<file path="src/rtl/regfile_sb_pkg.sv">
// -----------------------------------------------------------------------------
// regfile_sb_pkg
// Shared constants, types and helpers for the scoreboarded register file.
//   DEFAULT_DATA_W / DEFAULT_NUM_REGS : default parameter values
//   reg_addr_t / reg_data_t           : address/data types at the defaults
//   addr_in_range()                   : true when an address maps to a register
// -----------------------------------------------------------------------------
package regfile_sb_pkg;

  localparam int DEFAULT_DATA_W   = 8;
  localparam int DEFAULT_NUM_REGS = 4;

  typedef logic [$clog2(DEFAULT_NUM_REGS)-1:0] reg_addr_t;
  typedef logic [DEFAULT_DATA_W-1:0]           reg_data_t;

  // Addresses are zero-extended to 32 bits by the caller, so any ADDR_W works.
  function automatic logic addr_in_range(input logic [31:0] addr,
                                         input int unsigned num_regs);
    return addr < num_regs;
  endfunction

endpackage

</file>
<file path="src/rtl/regfile_sb_scoreboard.sv">
// -----------------------------------------------------------------------------
// regfile_sb_scoreboard
// One busy bit per register plus two registered lookups for the read ports.
// Reserve (set) has priority over write-completion (clear) on the same register.
// Lookups report the busy state after the current edge's set/clear.
// Ports:
//   clk, rst_n              : clock, synchronous active-low reset
//   i_set_en / i_set_addr   : reserve strobe and register (already qualified)
//   i_clr_en / i_clr_addr   : write strobe and register (already qualified)
//   i_rd_en, i_rs, i_rt     : read request and the two read addresses
//   o_rs_busy, o_rt_busy    : registered busy flags for the read addresses
// -----------------------------------------------------------------------------
module regfile_sb_scoreboard
  import regfile_sb_pkg::*;
#(
  parameter int NUM_REGS = DEFAULT_NUM_REGS,
  parameter int ADDR_W   = $clog2(NUM_REGS)
) (
  input  logic              clk,
  input  logic              rst_n,
  input  logic              i_set_en,
  input  logic [ADDR_W-1:0] i_set_addr,
  input  logic              i_clr_en,
  input  logic [ADDR_W-1:0] i_clr_addr,
  input  logic              i_rd_en,
  input  logic [ADDR_W-1:0] i_rs,
  input  logic [ADDR_W-1:0] i_rt,
  output logic              o_rs_busy,
  output logic              o_rt_busy
);

  logic [NUM_REGS-1:0] r_busy;
  logic [NUM_REGS-1:0] w_busy_nxt;
  logic                r_rs_busy;
  logic                r_rt_busy;

  always_comb begin
    // NOTE: start from a full default so every path assigns w_busy_nxt and no latch is inferred.
    w_busy_nxt = r_busy;
    if (i_clr_en) w_busy_nxt[i_clr_addr] = 1'b0;
    // Applied after the clear so a same-register reserve wins.
    if (i_set_en) w_busy_nxt[i_set_addr] = 1'b1;
  end

  always_ff @(posedge clk) begin
    // NOTE: non-blocking assignments so every flop samples pre-edge values, independent of statement order.
    if (!rst_n) begin
      r_busy    <= '0;
      r_rs_busy <= 1'b0;
      r_rt_busy <= 1'b0;
    end else begin
      r_busy <= w_busy_nxt;
      if (i_rd_en) begin
        r_rs_busy <= addr_in_range(32'(i_rs), NUM_REGS) ? w_busy_nxt[i_rs] : 1'b0;
        r_rt_busy <= addr_in_range(32'(i_rt), NUM_REGS) ? w_busy_nxt[i_rt] : 1'b0;
      end
    end
  end

  assign o_rs_busy = r_rs_busy;
  assign o_rt_busy = r_rt_busy;

endmodule

</file>
<file path="src/rtl/regfile_sb.sv">
// -----------------------------------------------------------------------------
// regfile_sb
// Two-read / one-write register file with a busy-bit scoreboard.
// Reads have one-cycle latency and are write-first: a read of the register
// written on the same edge returns the new data. Read outputs hold while
// rd_en is low. Out-of-range addresses read as 0 / not busy, and writes or
// reserves to them are dropped.
// Optional feature: define REGFILE_SB_ZERO_REG_EN to hard-wire register 0 to
// zero (writes and reserves to it are ignored, busy[0] stays 0).
// Ports:
//   clk, rst_n                 : clock, synchronous active-low reset
//   rd_en, rs, rt              : read request and addresses (ports A/B)
//   rs_val, rt_val             : registered read data
//   rs_busy, rt_busy           : registered busy flags of the read registers
//   rd_valid                   : rd_en delayed by one cycle
//   is_write, reg_write, write_val : write strobe, address and data
//   resv_en, resv_reg          : reserve strobe and register
// -----------------------------------------------------------------------------
module regfile_sb
  import regfile_sb_pkg::*;
#(
  parameter int DATA_W   = DEFAULT_DATA_W,
  parameter int NUM_REGS = DEFAULT_NUM_REGS,
  parameter int ADDR_W   = $clog2(NUM_REGS)
) (
  input  logic              clk,
  input  logic              rst_n,
  input  logic              rd_en,
  input  logic [ADDR_W-1:0] rs,
  input  logic [ADDR_W-1:0] rt,
  output logic [DATA_W-1:0] rs_val,
  output logic [DATA_W-1:0] rt_val,
  output logic              rs_busy,
  output logic              rt_busy,
  output logic              rd_valid,
  input  logic              is_write,
  input  logic [ADDR_W-1:0] reg_write,
  input  logic [DATA_W-1:0] write_val,
  input  logic              resv_en,
  input  logic [ADDR_W-1:0] resv_reg
);

`ifdef REGFILE_SB_ZERO_REG_EN
  localparam bit ZERO_REG = 1'b1;
`else
  localparam bit ZERO_REG = 1'b0;
`endif

  logic [DATA_W-1:0] r_regs [NUM_REGS];
  logic [DATA_W-1:0] r_rs_val;
  logic [DATA_W-1:0] r_rt_val;
  logic              r_rd_valid;

  logic              w_wr_ok;
  logic              w_resv_ok;
  logic [DATA_W-1:0] w_rs_data;
  logic [DATA_W-1:0] w_rt_data;

  // Qualified strobes: in range, and not the hard-wired zero register.
  // With register 0 never written, its reads (including bypass) stay 0.
  assign w_wr_ok   = is_write && addr_in_range(32'(reg_write), NUM_REGS)
                     && !(ZERO_REG && (reg_write == '0));
  assign w_resv_ok = resv_en && addr_in_range(32'(resv_reg), NUM_REGS)
                     && !(ZERO_REG && (resv_reg == '0));

  // Write-first read muxes.
  always_comb begin
    w_rs_data = '0;
    w_rt_data = '0;
    if (addr_in_range(32'(rs), NUM_REGS))
      w_rs_data = (w_wr_ok && (reg_write == rs)) ? write_val : r_regs[rs];
    if (addr_in_range(32'(rt), NUM_REGS))
      w_rt_data = (w_wr_ok && (reg_write == rt)) ? write_val : r_regs[rt];
  end

  always_ff @(posedge clk) begin
    if (!rst_n) begin
      // NOTE: the register array is reset explicitly because the architecture defines registers as 0 after reset.
      for (int i = 0; i < NUM_REGS; i++) r_regs[i] <= '0;
      r_rs_val   <= '0;
      r_rt_val   <= '0;
      r_rd_valid <= 1'b0;
    end else begin
      if (w_wr_ok) r_regs[reg_write] <= write_val;
      r_rd_valid <= rd_en;
      if (rd_en) begin
        r_rs_val <= w_rs_data;
        r_rt_val <= w_rt_data;
      end
    end
  end

  regfile_sb_scoreboard #(
    .NUM_REGS (NUM_REGS),
    .ADDR_W   (ADDR_W)
  ) u_scoreboard (
    .clk        (clk),
    .rst_n      (rst_n),
    .i_set_en   (w_resv_ok),
    .i_set_addr (resv_reg),
    .i_clr_en   (w_wr_ok),
    .i_clr_addr (reg_write),
    .i_rd_en    (rd_en),
    .i_rs       (rs),
    .i_rt       (rt),
    .o_rs_busy  (rs_busy),
    .o_rt_busy  (rt_busy)
  );

  assign rs_val   = r_rs_val;
  assign rt_val   = r_rt_val;
  assign rd_valid = r_rd_valid;

endmodule

</file>
<file path="config.mk">
export PLATFORM = sky130hd
export DESIGN_NAME = regfile_sb
export DESIGN_NICKNAME = d
export VERILOG_FILES = /design/src/rtl/regfile_sb_pkg.sv /design/src/rtl/regfile_sb_scoreboard.sv /design/src/rtl/regfile_sb.sv
export SDC_FILE = /design/constraint.sdc
export NUM_CORES = 1
export LEC_CHECK = 0
export CAP_MARGIN = 20
export CORE_ASPECT_RATIO = 0.9
export CORE_UTILIZATION = 50
export CTS_CLUSTER_SIZE = 28
export DETAILED_ROUTE_END_ITERATION = 10
export DONT_BUFFER_PORTS = 1
export GPL_TIMING_DRIVEN = 0
export PLACE_DENSITY = 0.77
export SETUP_SLACK_MARGIN = 0.4
export SLEW_MARGIN = 20
export SYNTH_ARGS = -nofsm -noshare
export SYNTH_HDL_FRONTEND = slang
export SYNTH_HIERARCHICAL = 1
export SYNTH_SLANG_ARGS = --single-unit
</file>
<file path="constraint.sdc">
create_clock -name clk -period 1.43 [get_ports clk]
set_input_delay 0.143 -clock clk [delete_from_list [all_inputs] [get_ports clk]]
set_output_delay 0.143 -clock clk [all_outputs]
set_load 0.01 [all_outputs]
</file>
==> results by group <==
Run status
  • Status: finished clean

Timing
  • Worst Skew: about 7.4 ps
  • Setup tns final: 0 ps
  • Number of failing hold endpoints at the final stage: 0
  • Post-layout minimum cycle time: around 1400 ps
  • Setup-failing EPs final: 0
  • Period utilisation layout: 0.9992
  • Max Clk Rate: approximately 0.7 GHz
  • Slew Viols, Final: 0
  • Worst-Margin Slew: roughly 570 ps
  • Hold WS: 12.26 ps
  • Max_slew headroom: 0.6206
  • RSZ-0062 raised after global routing: yes

Yosys
  • Syn_nets: approximately 240
  • #FFs+latches synth: between 50 and 60
  • Yosys warns: 6
  • Post-Syn Area: between 2000 and 3000 sq um
  • Post-Synthesis Cells: between 200 and 250
  • Post-synth EDFFs: 32
  • Post-synthesis sequential area ratio: 0.4956
  • Synth async-reset ratio: 0
  • Dominant synthesized flop cell: edfxtp_1
  • Syn Area/Cell: 13.34 sq um
  • Count of cell types in the netlist: 42

Global route
  • Antenna violations before repair: 0
  • Gr ovfl total: 0
  • First-pass GRT wire length: ~9.4 mm
  • Largest net degree at the start of global routing: 19
  • GRT Overall Usage: 0.2174
  • Vias in the first global route: 1754

Cells and area
  • Final core occ: 0.5970
  • Post-route cell area: 3212 sq um
  • Filler cell count: about 420
  • Area of the multi-input gates: between 1000 and 1500 sq um
  • Diode count: 0
  • Final Net Count: about 250
  • Layout cell share with drive strength beyond 1: 0.2586
  • Area Overhead vs Synth: 12.00%
  • Reg area: around 1400 sq um

Route
  • Final WL: a little over 6 mm
  • Drt first pass iters: 4
  • 1st-iter DRT viols: 200
  • Vias per inst: ~6.3
  • Via Count: 1870
  • Drc violations: 0
  • Routed len/inst: around 20 um
  • Detail Route Antenna Nets: 0

Critical path
  • Arrival time at the worst endpoint: 1640 ps
  • Crit Path Max Fanout: 2
  • Critical Path RT: around 1600 ps
  • CP Launch Type: register
  • Reg-to-Reg Start: r_regs[3][4]
  • WS Path Type: register to register
  • Critical Path Source: r_regs[3][4]
  • Worst setup EP type: register

Min path
  • Min-delay src: write_val[3]
  • Worst hold path type: input pin to register

Power
  • Combinational share of power: 0.133
  • Reg power frac: 0.576
  • Pint: 2.441 mW
  • Clock power share: 0.291
  • Sw frac: 0.2491
  • Peak VDD IR: 0.4663 mV
  • Sw Pwr: 809.8 uW
  • P_leak: around 1.2 nW
  • PwrDens: around 1000 nW/um^2

Clock tree
  • Num CTS Buffers: 5
  • Clk buf depth: 2
  • Post-CTS Setup Bufs: 0
  • Worst-Skew Late Latency: 320 ps
  • Root Driver: clkbuf_8
  • CTS tree: yes
  • H-tree depth: 2
  • Clock tree sinks: 55
  • Worst-path clk slew: 100 ps

Placed design
  • Final GP Congestion: about 0.76
  • DP HPWL: 4.287 mm
  • Area post-placement: between 2000 and 3000 sq um
  • I/O Buffers: 0

Floorplan
  • Die ar.: 6043 sq um
  • Chip width: 81.83 um
  • # rows: 25
  • Initial Util: 0.5330
  • I/O Pins: 40
  • Die Ht: between 70 and 80 um
  • Core ar.: roughly 5400 sq um

Job
  • Max Cap Viol: 0
## area by class of cell
| cell class | count | share of cell area |
|---|---|---|
| sequential | 55 | 0.4425 |
| multi-input combinational | 148 | 0.4410 |
| buffer | 10 | 0.02844 |
| timing repair buffer | 9 | 0.02805 |
| tap | 67 | 0.02610 |
| clock buffer | 6 | 0.02571 |
| clock inverter | 2 | 0.005843 |
| inverter | 2 | 0.002337 |
## per-stage QoR
step	power (mW)	cells	setup WS (ps)
finish	3.250	299	1.089
global route	3.375	299	-45.38
CTS	3.255	299	3.182
detailed placement	2.303	282	-64.29
global placement	2.288	282	-93.73
floorplan	2.221	215	90.44
## cell families after synthesis
logic type,after synthesis,share of synthesized area
and+or+nand+nor,94,0.2107
DFF,55,0.4956
AOI/OAI and AO/OA,34,0.1191
muxes,18,0.1457
buffers and inverters,12,0.02268
xor gates and xnor gates,2,0.006109
## worst paths after layout
path | slack [ps] | depth (start not counted) | end
setup / recovery | 1 | 3 | rs_val[4]
hold / removal | 10 | 1 | r_regs[0][3]
setup reg to reg | 1 | 3 | rs_val[4]
hold reg to reg | 540 | 2 | u_scoreboard/r_busy[2]
## critical path, stage by stage (launching register included)
cell and delay, ps:
edfxtp_1 370, and2_4 170, mux4_2 470, a221o_1 310
## cell usage after synthesis (4+ instances only)
library cell / count / area, sq um
buf_2: 4 / 20.02
mux4_1: 10 / 262.8
nand2b_1: 4 / 25.02
and3_1: 10 / 62.56
nand2_1: 7 / 26.28
dfxtp_1: 23 / 460.4
edfxtp_1: 32 / 960.9
nor2b_1: 5 / 31.28
and2_4: 5 / 43.79
and2_1: 44 / 275.3
clkbuf_1: 4 / 15.01
a221o_1: 16 / 160.2
nand3_1: 4 / 20.02
mux4_2: 6 / 135.1
## registers in the layout, summed over array words and instances (netlist names)
name,count
rd_valid,1
u_scoreboard/o_rt_busy,1
rt_val,8
u_scoreboard/o_rs_busy,1
u_scoreboard/r_busy,4
rs_val,8
r_regs,32
## cell usage in the layout (no fill, tap or decap), types with 3 or more instances in the layout
cell            n
edfxtp_1       32
nor2b_1         5
nand3_1         4
dlygate4sd3_1   9
nand2b_1        3
and2_4          8
and3_1         10
dfxtp_1        23
a221o_1        16
mux4_2         16
nand2_1         6
buf_6           3
clkbuf_8        6
and2_1         41
## per-layer routing
| layer | track usage | vias to the layer above | share of wire |
|---|---|---|---|
| met5 | 0 | - | 0 |
| met4 | 0.07212 | 0 | 0.013 |
| met3 | 0.05839 | 6 | 0.073 |
| met2 | 0.3131 | 72 | 0.45 |
| met1 | 0.3154 | 924 | 0.46 |
| li1 | - | 868 | - |
## repair_timing
| item | 4_1_cts | 5_1_grt |
|---|---|---|
| hold buffers | 9 | 0 |
| gates resized for setup | 3 | 4 |
| hold endpoints to repair | 20 | 0 |
| setup endpoints to repair | 16 | 25 |
| pin swaps | 3 | 1 |
## power by group through the flow
stage | registers [mW] | logic [mW] | clock network (mW)
after floorplan | 1.89 | 0.335 | 0
after global placement | 1.90 | 0.389 | 0
after detailed placement | 1.91 | 0.395 | 0
after CTS | 1.87 | 0.428 | 0.955
after global routing | 1.89 | 0.466 | 1.02
final | 1.87 | 0.433 | 0.945
No activity file was read; power rests on OpenSTA's default activity.
